--- src/rtl/obi_axi_lite_bridge.sv ---
// OBI slave to AXI4-Lite master bridge with configurable outstanding depth.
// One issue-stage register feeds AW/W/AR; an order FIFO keeps OBI responses in request order.
module obi_axi_lite_bridge #(
    parameter int unsigned AddrWidth = 32,
    parameter int unsigned DataWidth = 32,
    parameter int unsigned MaxTrans  = 4,
    parameter logic [2:0]  AxiProt   = 3'b000,
    localparam int unsigned StrbWidth = DataWidth / 8,
    localparam int unsigned CntWidth  = $clog2(MaxTrans + 1)
) (
    input  logic                 clk_i,
    input  logic                 rst_i,

    input  logic                 obi_req_i,
    output logic                 obi_gnt_o,
    input  logic [AddrWidth-1:0] obi_addr_i,
    input  logic                 obi_we_i,
    input  logic [StrbWidth-1:0] obi_be_i,
    input  logic [DataWidth-1:0] obi_wdata_i,
    output logic                 obi_rvalid_o,
    output logic [DataWidth-1:0] obi_rdata_o,
    output logic                 obi_err_o,

    output logic                 aw_valid_o,
    input  logic                 aw_ready_i,
    output logic [AddrWidth-1:0] aw_addr_o,
    output logic [2:0]           aw_prot_o,

    output logic                 w_valid_o,
    input  logic                 w_ready_i,
    output logic [DataWidth-1:0] w_data_o,
    output logic [StrbWidth-1:0] w_strb_o,

    input  logic                 b_valid_i,
    output logic                 b_ready_o,
    input  logic [1:0]           b_resp_i,

    output logic                 ar_valid_o,
    input  logic                 ar_ready_i,
    output logic [AddrWidth-1:0] ar_addr_o,
    output logic [2:0]           ar_prot_o,

    input  logic                 r_valid_i,
    output logic                 r_ready_o,
    input  logic [DataWidth-1:0] r_data_i,
    input  logic [1:0]           r_resp_i,

    output logic [CntWidth-1:0]  outstanding_o,
    output logic                 busy_o
);

    localparam int unsigned PtrWidth = (MaxTrans > 1) ? $clog2(MaxTrans) : 1;
    localparam logic [CntWidth-1:0] MaxCnt  = CntWidth'(MaxTrans);
    localparam logic [PtrWidth-1:0] LastPtr = PtrWidth'(MaxTrans - 1);

    logic                 aw_p;
    logic                 w_p;
    logic                 ar_p;
    logic [AddrWidth-1:0] st_addr;
    logic [StrbWidth-1:0] st_be;
    logic [DataWidth-1:0] st_wdata;

    logic [MaxTrans-1:0]  order_q;
    logic [PtrWidth-1:0]  wr_ptr;
    logic [PtrWidth-1:0]  rd_ptr;
    logic [CntWidth-1:0]  count;

    logic aw_hs;
    logic w_hs;
    logic ar_hs;
    logic b_hs;
    logic r_hs;
    logic b_rdy;
    logic r_rdy;
    logic stage_free;
    logic grant;
    logic fifo_empty;
    logic head_we;
    logic pop;
    logic unused_resp_lsb;

    function automatic logic [PtrWidth-1:0] ptr_next(input logic [PtrWidth-1:0] p);
        return (p == LastPtr) ? '0 : p + 1'b1;
    endfunction

    always_comb begin
        aw_hs      = aw_p & aw_ready_i;
        w_hs       = w_p & w_ready_i;
        ar_hs      = ar_p & ar_ready_i;
        // The stage can reload in the same cycle its last pending channel handshakes.
        stage_free = (!aw_p || aw_ready_i) && (!w_p || w_ready_i) && (!ar_p || ar_ready_i);
        grant      = obi_req_i && !rst_i && (count < MaxCnt) && stage_free;
        fifo_empty = (count == '0);
        head_we    = order_q[rd_ptr];
        b_rdy      = !fifo_empty && head_we;
        r_rdy      = !fifo_empty && !head_we;
        b_hs       = b_valid_i && b_rdy;
        r_hs       = r_valid_i && r_rdy;
        pop        = b_hs || r_hs;
    end

    assign unused_resp_lsb = b_resp_i[0] ^ r_resp_i[0];

    always_ff @(posedge clk_i or posedge rst_i) begin
        if (rst_i) begin
            aw_p     <= 1'b0;
            w_p      <= 1'b0;
            ar_p     <= 1'b0;
            st_addr  <= '0;
            st_be    <= '0;
            st_wdata <= '0;
        end else if (grant) begin
            aw_p     <= obi_we_i;
            w_p      <= obi_we_i;
            ar_p     <= !obi_we_i;
            st_addr  <= obi_addr_i;
            st_be    <= obi_be_i;
            st_wdata <= obi_we_i ? obi_wdata_i : '0;
        end else begin
            if (aw_hs) aw_p <= 1'b0;
            if (w_hs)  w_p  <= 1'b0;
            if (ar_hs) ar_p <= 1'b0;
        end
    end

    always_ff @(posedge clk_i or posedge rst_i) begin
        if (rst_i) begin
            order_q <= '0;
            wr_ptr  <= '0;
            rd_ptr  <= '0;
            count   <= '0;
        end else begin
            if (grant) begin
                order_q[wr_ptr] <= obi_we_i;
                wr_ptr          <= ptr_next(wr_ptr);
            end
            if (pop) begin
                rd_ptr <= ptr_next(rd_ptr);
            end
            case ({grant, pop})
                2'b10:   count <= count + 1'b1;
                2'b01:   count <= count - 1'b1;
                default: count <= count;
            endcase
        end
    end

    always_ff @(posedge clk_i or posedge rst_i) begin
        if (rst_i) begin
            obi_rvalid_o <= 1'b0;
            obi_rdata_o  <= '0;
            obi_err_o    <= 1'b0;
        end else begin
            obi_rvalid_o <= pop;
            if (r_hs) begin
                obi_rdata_o <= r_data_i;
                obi_err_o   <= r_resp_i[1];
            end else if (b_hs) begin
                obi_rdata_o <= '0;
                obi_err_o   <= b_resp_i[1];
            end else begin
                obi_rdata_o <= '0;
                obi_err_o   <= 1'b0;
            end
        end
    end

    assign obi_gnt_o     = grant;
    assign aw_valid_o    = aw_p;
    assign aw_addr_o     = st_addr;
    assign aw_prot_o     = AxiProt;
    assign w_valid_o     = w_p;
    assign w_data_o      = st_wdata;
    assign w_strb_o      = st_be;
    assign ar_valid_o    = ar_p;
    assign ar_addr_o     = st_addr;
    assign ar_prot_o     = AxiProt;
    assign b_ready_o     = b_rdy;
    assign r_ready_o     = r_rdy;
    assign outstanding_o = count;
    assign busy_o        = (count != '0) || aw_p || w_p || ar_p;

endmodule

--- config.mk ---
export PLATFORM = sky130hd
export DESIGN_NAME = obi_axi_lite_bridge
export DESIGN_NICKNAME = d
export VERILOG_FILES = /design/src/rtl/obi_axi_lite_bridge.sv
export SDC_FILE = /design/constraint.sdc
export NUM_CORES = 1
export LEC_CHECK = 0
export CAP_MARGIN = 20
export CORE_AREA = 2 2 120 122
export DETAILED_ROUTE_END_ITERATION = 6
export DIE_AREA = 0 0 122 124
export GPL_TIMING_DRIVEN = 0
export PLACE_DENSITY = 0.74
export SYNTH_ARGS = -nofsm -noshare
export SYNTH_HDL_FRONTEND = slang
export SYNTH_SLANG_ARGS = --single-unit
--- constraint.sdc ---
create_clock -name clk_i -period 3.93 [get_ports clk_i]
set_input_delay 0.9825 -clock clk_i [delete_from_list [all_inputs] [get_ports clk_i]]
set_output_delay 0.9825 -clock clk_i [all_outputs]
set_load 0.01 [all_outputs]
==> results of run 1 <==
## synth_stat cells (all sizes together)
cell / n / share of area (%)
a21oi: 1 / 0.11
a31o: 1 / 0.18
and2: 32 / 4.2
buf: 49 / 8.0
clkbuf: 12 / 0.95
clkinv: 1 / 0.18
conb: 1 / 0.079
dfrtp: 116 / 61
fa: 1 / 0.42
ha: 6 / 1.6
inv: 7 / 0.55
mux2: 6 / 1.4
mux2i: 1 / 0.21
mux4: 1 / 0.47
nand2: 178 / 14
nand2b: 3 / 0.39
nand3: 33 / 3.5
nand3b: 1 / 0.16
nor2: 3 / 0.24
nor2b: 3 / 0.39
nor3: 1 / 0.11
nor3b: 1 / 0.16
o21ai: 3 / 0.32
or3: 1 / 0.13
or3b: 1 / 0.18
or4: 1 / 0.16
or4b: 1 / 0.21
xnor2: 1 / 0.18
xor2: 2 / 0.37
## power by group
group	leakage [nW]	switching, mW	internal (mW)
combinational	2.11	1.15	1.67
clock	0.277	0.485	0.945
sequential	1.49	0.313	1.70
## cell families (layout without fill, tap and decap cells)
| family | count (synthesis) | after routing | share of synthesized area [%] |
|---|---|---|---|
| AO/OA/AOI/OAI | 5 | 5 | 0.605 |
| XOR/XNOR | 3 | 3 | 0.553 |
| adder cells (fa/ha/maj) | 7 | 7 | 2.00 |
| buffers and inverters | 69 | 355 | 9.71 |
| flip-flops | 116 | 116 | 61.1 |
| multiplexers | 8 | 8 | 2.11 |
| other | 1 | 6 | 0.0789 |
| AND/OR/NAND/NOR | 259 | 259 | 23.9 |
## cell usage in the layout, fill, tap and decap left out, types with 3 or more instances in the layout
cell type,instances
nand3_1,33
clkbuf_8,5
nand2_1,178
and2_1,32
clkbuf_16,17
buf_12,3
nor2_1,3
buf_4,40
dfrtp_1,116
nand2b_1,3
ha_1,6
clkbuf_1,17
mux2_1,6
inv_1,6
clkdlybuf4s50_1,253
conb_1,6
nor2b_1,3
buf_6,5
clkinv_2,3
## sequential cells by signal (all words and copies together), names as in the netlist
name	count
ar_addr_o	32
ar_valid_o	1
aw_valid_o	1
obi_err_o	1
obi_rdata_o	32
obi_rvalid_o	1
order_q	4
outstanding_o	3
rd_ptr	2
w_data_o	32
w_strb_o	4
w_valid_o	1
wr_ptr	2
## per-layer routing
layer  share of wire [%]  wire length (um)
met1                  37              5000
met2                  52              7110
met3                 9.7              1330
met4                 1.9               257
met5                   0                 0
## through the flow
step | total power [mW] | TNS, ns | instance area [um^2]
floorplan | 3.21 | 0 | 4780
global placement | 4.79 | -0.552 | 7540
detailed placement | 4.88 | -0.562 | 7600
CTS | 6.34 | 0 | 8150
global route | 6.66 | 0 | 8150
finish | 6.26 | 0 | 8150
## worst max-delay path, stage by stage
cell and delay, ns:
clkdlybuf4s50_1 0.45, or3b_1 0.39, or4b_1 0.49, buf_6 0.18
clkinv_8 0.11, clkdlybuf4s15_2 0.24
## cell type report
type	count	area share [%]
Tap cell	180	2.76
Sequential cell	116	35.6
Timing Repair Buffer	257	31.9
Multi-Input combinational cell	288	17.3
Clock buffer	27	6.29
Buffer	59	5.03
Inverter	8	0.568
Clock inverter	4	0.552
## path summary, 6_finish.rpt
check,end,slack (ns),cells past startpoint
worst max-delay path,obi_gnt_o,0.09,6
worst min-delay path,w_data_o[4],0.46,2
worst max register to register,outstanding_o[2],0.94,9
worst min register to register,w_data_o[4],0.46,2
max in group asynchronous,w_data_o[20],2.20,4
min in group asynchronous,obi_rdata_o[9],0.97,2
## timing repair
action | in CTS | in global routing
hold endpoints to repair | 0 | 0
hold buffers | 0 | 0
setup endpoints to repair | 1 | 1
buffers inserted | 0 | 0
gates resized for setup | 5 | 1
==> summary.txt, run 1 <==
Clock network
  • Clk root buf: clkbuf_16
  • Num Clock Sinks: 116
  • CTS H-tree depth: 4
  • CTS Buf Count: 17
  • Clock slew at reported path FFs: 0.05 ns
  • Worst skew pair latency: 0.40 ns
  • CTS tree: built
  • Longest Clk Path Bufs: 2

Detailed routing
  • DRT iter0 DRCs: 259
  • DR WL/cell: 14.6 um
  • Drt drc: 0
  • Number of detailed-route iterations in the first pass: 7
  • Via-per-instance ratio: 4.40
  • Routed vias: 4131
  • Wirelength, routed: 13700 um
  • Routed Antenna Nets: 0

Setup path
  • WP data required: 2.95 ns
  • Arr. time, crit path: 2.86 ns
  • Crit. Startpoint: rst_i
  • Critical R2R Launch: rd_ptr[0]
  • CP Capture Type: output port
  • WS Path Type: in2out
  • Crit start category: input pin
  • Max FO, Critical Path: 23

Timing
  • Final Hold Viols: 0
  • Final Worst Setup Slack: 0.0902 ns
  • Worst hold slack: 0.461 ns
  • Fin Clk Skew: 0.00401 ns
  • Worst slew margin: 53.8%
  • Period minus WS final: 3.84 ns
  • Fmax: 260 MHz
  • Final Setup Violations: 0
  • RSZ-0062 raised after global routing: no
  • Period Utilization, post-route: 97.7%
  • Tightest Pin Transition: 0.692 ns
  • Slew Viols, Final: 0

Final layout
  • Area growth syn-to-layout: 71.5%
  • # fillers: 1125
  • Share of cells above drive strength 1: 10.5%
  • N_diodes: 0
  • Reg area: 2900 um^2
  • Non-filler instance count after layout: 939
  • Finished Core Util: 59.4%
  • Nets: 867
  • Multi-input gate area: 1410 um^2

Run status
  • Status: finished clean

GRT
  • Initial antenna violation count: 0
  • GR Util met1: 19.5%
  • Gr ovfl total: 0
  • Total GRT Usage: 18.4%
  • Met3 GRT Util: 7.46%
  • Vias in the first global route: 4166
  • Met2 GRT Util: 32.3%
  • First-pass GRT wire length: 20900 um
  • GRT busiest layer: met2
  • Pin count of the biggest net entering global routing: 36

Pwr
  • Pleak: 3.88 nW
  • VDD IR max: 0.407 mV
  • Pwr dens: 767 nW/um^2

Run
  • Max-cap violations: 0

Placement
  • Placed cell count: 910
  • Pre-CTS setup slack: -0.562 ns
  • Final HPWL DP: 10600 um
  • Gpl congestion: 0.781
  • Buffers added on ports: 254

Yosys
  • Synth cell types: 34
  • Cell Area, Synth: 4750 um^2
  • Register area share after synthesis: 61.1%
  • Average size of a mapped cell: 10.2 um^2
  • FF+latch count, synth: 116
  • Post-Synthesis Cells: 468
  • Yosys warning count: 0

Floorplan
  • Row count: 43
  • Top-Level Pins: 263
  • Die Ht: 124 um
  • Horiz. Die Dim: 122 um
  • Core box area: 13700 um^2
  • Initial Utilization: 34.6%
  • Die area: 15100 um^2

Worst hold path
  • Hold crit path type: reg2reg
  • Hold Path Origin: w_data_o[4]
Power figures use the tool's default switching activity.
==> inputs of run 2 (changes only) <==
CORE_AREA = 2 2 114 116   (was 2 2 120 122)
DIE_AREA = 0 0 116 118   (was 0 0 122 124)
PLACE_DENSITY = 0.78   (was 0.74)
clock period = 3.8 ns   (was 3.93 ns; I/O delays follow)
==> run 2 against run 1 <==
Utilization rose by 6.7 points. Wire length shrank 0.60%. Power increased by 6.9%. Sequential power increased by 3%. First-iteration DRC count decreased by 42%. Flip-flop and latch count unchanged. Design area is 0.66% higher. Cell count fell by 0.75%. Critical endpoint unchanged. Largest cell class unchanged.
==> summary.txt, run 2 (same netlist as run 1, synthesis figures left out) <==
Pwr
  • Power Total: 6.69 mW
  • Pleak: 3.92 nW
  • Pwr dens: 815 nW/um^2
  • VDD IR max: 0.501 mV

Detailed routing
  • Number of detailed-route iterations in the first pass: 4
  • Routed Antenna Nets: 0
  • Routed vias: 4137
  • Via-per-instance ratio: 4.44
  • DRT iter0 DRCs: 149
  • DR WL/cell: 14.6 um
  • Drt drc: 0
  • Wirelength, routed: 13600 um

Timing
  • Fin Clk Skew: 0.00744 ns
  • Period Utilization, post-route: 99.2%
  • Final Setup Violations: 0
  • Fmax: 265 MHz
  • RSZ-0062 raised after global routing: no
  • Period minus WS final: 3.77 ns
  • Worst slew margin: 39.9%
  • Tightest Pin Transition: 0.899 ns
  • Final Hold Viols: 0
  • Slew Viols, Final: 0

Run status
  • Status: finished clean

Clock network
  • CTS tree: built
  • CTS H-tree depth: 4
  • Clock slew at reported path FFs: 0.05 ns
  • Longest Clk Path Bufs: 2
  • Num Clock Sinks: 116
  • Cts-stage hold buffer count: 0
  • Worst skew pair latency: 0.41 ns
  • CTS Buf Count: 17
  • Clk root buf: clkbuf_16

Setup path
  • Crit. Startpoint: rst_i
  • WS Path Type: in2out
  • WP data required: 2.85 ns
  • Critical R2R Launch: rd_ptr[0]
  • Arr. time, crit path: 2.82 ns
  • CP Capture Type: output port
  • Slowest cell delay on critical path: 0.50 ns
  • CP max stage cell: or4b_4
  • Crit path cell chain: clkdlybuf4s50_1, or3b_1, or4b_4, buf_8, clkinv_8, clkdlybuf4s15_2
  • Crit start category: input pin
  • Flop2flop setup slack: 0.73 ns
  • Max FO, Critical Path: 12

Floorplan
  • Die area: 13700 um^2
  • Die Ht: 118 um
  • Initial Utilization: 38.3%
  • Core box area: 12400 um^2
  • Row count: 41
  • Horiz. Die Dim: 116 um
  • Top-Level Pins: 263

Final layout
  • Multi-input gate area: 1410 um^2
  • Non-filler instance count after layout: 932
  • # fillers: 978
  • Commonest non-fill, non-tap cells in the layout: clkdlybuf4s50_1 (253), nand2_1 (178), dfrtp_1 (116), buf_4 (40), nand3_1 (33)
  • Reg area: 2900 um^2
  • N_diodes: 0
  • Design Area, Final: 8210 um^2
  • Nets: 867
  • Share of cells above drive strength 1: 11.3%
  • Area growth syn-to-layout: 72.7%
  • Commonest non-fill, non-tap cell in the layout: clkdlybuf4s50_1

Run
  • Max-cap violations: 0

GRT
  • Vias in the first global route: 4215
  • Pin count of the biggest net entering global routing: 41
  • Gr ovfl total: 0
  • Total GRT Usage: 20.4%
  • First-pass GRT wire length: 21300 um
  • Initial antenna violation count: 0

Worst hold path
  • Hold crit path type: reg2reg
  • Hold Path Origin: w_data_o[30]

Placement
  • Final HPWL DP: 10300 um
  • Gpl congestion: 0.762
  • Buffers added on ports: 254
  • Placed cell area: 7570 um^2
  • Placed cell count: 901
## run 2: cell types whose count changed in the layout (fill, tap and decap cells not counted)
cell       change
buf_12         -1
clkbuf_8       -2
clkbuf_1       -4
buf_6          -1
or4b_1         -1
or4b_4         +1
clkinv_2       +4
bufinv_16      +3
clkinv_4       +1
buf_8          +1
## run 2: power breakdown
part,switching (mW),total [mW],internal [mW]
Clock,0.542,1.68,1.14
Sequential,0.314,2.07,1.75
Combinational,1.21,2.94,1.73
Total,2.06,6.69,4.62
## run 2: stage by stage
stage	setup TNS [ns]	setup WS (ns)	hold WS (ns)	util, %
final	0	0.0314	0.462	66.1
after global routing	0	0.000747	0.483	66.1
after CTS	0	0.0234	0.467	66.1
after detailed placement	-0.667	-0.649	0.455	61.0
after global placement	-0.614	-0.614	0.449	60.7
after floorplan	0	0.617	0.459	-
## run 2: what timing repair did
item                       4_1_cts  5_1_grt
cloned                           1        0
resized for setup                6        2
setup endpoints to repair        1        1
setup buffers                    0        0
## run 2: worst max-delay path: cells and delay by family
kind | cells | cell delay [ns]
and+or+nand+nor | 2 | 0.90
buffers and inverters | 4 | 0.96
## run 2: final timing paths
kind	endpoint	cells past startpoint
max	obi_gnt_o	6
min	w_data_o[30]	2
max reg2reg	outstanding_o[2]	9
min reg2reg	w_data_o[30]	2
max in group asynchronous	ar_addr_o[1]	3
min in group asynchronous	outstanding_o[0]	2
## run 2: routing by layer
layer / share of wire, % / vias up / track usage, %
met5: 0 / - / 0
met3: 7.8 / 32 / 6.85
li1: - / 1976 / -
met1: 38 / 1958 / 22.4
met2: 51 / 171 / 35.3
met4: 2.8 / 0 / 9.30
## run 2: cell type report
type	instances	area share, %
flip-flops and latches	116	35.4
repair buffers	256	31.5
multi-input cells	288	17.2
clock buffers	21	5.73
plain buffers	59	5.05
well taps	172	2.62
clock inverters	11	1.89
inverters	8	0.564
repair inverters	1	0.107
==> inputs of run 3 (changes only) <==
clock period = 4.2 ns   (was 3.8 ns; I/O delays follow)
==> run 3 against run 2 <==
First-iteration DRC count grew 28%. Critical path type unchanged. Largest power group unchanged. Critical path depth is the same. Worst hold slack gained 0.0056 ns. Design area shrank 0.38%.
==> summary.txt, run 3 (same netlist as run 1, synthesis figures left out) <==
Floorplan
  • Die Ht: 118 um
  • Row count: 41
  • Die area: 13700 um^2
  • Core box area: 12400 um^2
  • Top-Level Pins: 263
  • Horiz. Die Dim: 116 um
  • Initial Utilization: 38.3%

Clock network
  • Longest Clk Path Bufs: 2
  • Worst skew pair latency: 0.41 ns
  • Num Clock Sinks: 116
  • CTS Buf Count: 17
  • Clock slew at reported path FFs: 0.05 ns
  • Clk root buf: clkbuf_16
  • CTS H-tree depth: 4
  • CTS tree: built

Final layout
  • Area growth syn-to-layout: 72.0%
  • N_diodes: 0
  • Commonest non-fill, non-tap cells in the layout: clkdlybuf4s50_1 (253), nand2_1 (178), dfrtp_1 (116), buf_4 (41), nand3_1 (33)
  • Finished Core Util: 65.9%
  • Commonest non-fill, non-tap cell in the layout: clkdlybuf4s50_1
  • Design Area, Final: 8180 um^2
  • Non-filler instance count after layout: 930
  • Nets: 865
  • Share of cells above drive strength 1: 10.8%
  • # fillers: 992

Timing
  • Final Setup Violations: 0
  • Period Utilization, post-route: 96.7%
  • Tightest Pin Transition: 0.929 ns
  • RSZ-0062 raised after global routing: no
  • Worst hold slack: 0.467 ns
  • Final Hold Viols: 0
  • Period minus WS final: 4.06 ns
  • Slew Viols, Final: 0
  • Fmax: 246 MHz
  • Worst slew margin: 38.1%
  • Fin Clk Skew: 0.00404 ns
  • Final Worst Setup Slack: 0.137 ns

Detailed routing
  • DR WL/cell: 14.3 um
  • Drt drc: 0
  • Number of detailed-route iterations in the first pass: 4
  • Routed Antenna Nets: 0
  • DRT iter0 DRCs: 190
  • Wirelength, routed: 13300 um
  • Via-per-instance ratio: 4.45
  • Routed vias: 4138

Setup path
  • Worst reg2reg path depth: 9
  • Crit start category: input pin
  • Crit. Startpoint: rst_i
  • CP Capture Type: output port
  • WS Path Type: in2out
  • WP data required: 3.15 ns
  • Flop2flop setup slack: 1.20 ns
  • Arr. time, crit path: 3.01 ns
  • Max FO, Critical Path: 23
  • Reg2Reg Capture Point: outstanding_o[2]
  • Critical R2R Launch: rd_ptr[0]

GRT
  • Pin count of the biggest net entering global routing: 76
  • Gr ovfl total: 0
  • Total GRT Usage: 20.1%
  • Vias in the first global route: 4265
  • First-pass GRT wire length: 21100 um
  • Initial antenna violation count: 0

Pwr
  • Pleak: 3.91 nW
  • Pwr dens: 741 nW/um^2
  • VDD IR max: 0.355 mV

Placement
  • Gpl congestion: 0.772
  • Buffers added on ports: 254
  • Pre-CTS setup slack: -0.389 ns
  • Placed cell area: 7550 um^2
  • Placed cell count: 900
  • Final HPWL DP: 10200 um

Run status
  • Status: finished clean

Worst hold path
  • Hold Crit Depth: 2
  • Hold path endpoint: w_data_o[29]
  • Hold Path Origin: w_data_o[29]
  • Hold crit path type: reg2reg

Run
  • Max-cap violations: 0
run 3: worst max path at each step:
stage	slack [ns]	end	cells after the start
detailed placement	-0.39	obi_gnt_o	8
finish	0.14	obi_gnt_o	6
global route	0.02	obi_gnt_o	6
global placement	-1.46	ar_addr_o[10]	2
floorplan	0.08	ar_addr_o[0]	1
CTS	0.05	obi_gnt_o	7
run 3: metrics by stage:
stage                     power, mW  setup TNS (ns)
final                          6.06               0
after global routing           6.43               0
after CTS                      6.14               0
after detailed placement       4.56          -0.389
after global placement         4.46         -168.83
after floorplan                3.00               0
run 3: what timing repair did:
item | CTS | global route
buffers inserted | 0 | 0
setup endpoints to repair | 1 | 1
hold buffers | 0 | 0
cloned | 0 | 0
resized for setup | 2 | 0
run 3: layout make-up:
type | instances | area, um^2 | area share, %
inverters | 8 | 37.5 | 0.459
flip-flops and latches | 116 | 2900 | 35.5
clock buffers | 23 | 498 | 6.09
clock inverters | 9 | 148 | 1.81
plain buffers | 59 | 407 | 4.97
well taps | 172 | 215 | 2.63
multi-input cells | 288 | 1410 | 17.2
repair buffers | 255 | 2560 | 31.3
run 3: critical path: stages:
cell and delay, ns:
clkdlybuf4s50_1 0.45, or3b_1 0.36, or4b_1 0.46, buf_4 0.20, clkinv_4 0.17, dlygate4sd2_1 0.30
run 3: power by group:
group / switching [mW] / internal, mW
logic: 1.08 / 1.56
clock network: 0.491 / 1.07
registers: 0.282 / 1.59
total: 1.85 / 4.21
run 3: routing by layer:
layer	part of all wire [%]	up-vias	global-route usage (%)
li1	-	1967	-
met1	35	1962	20.6
met2	53	176	35.9
met3	9.2	33	7.42
met4	2.5	0	8.78
met5	0	-	0
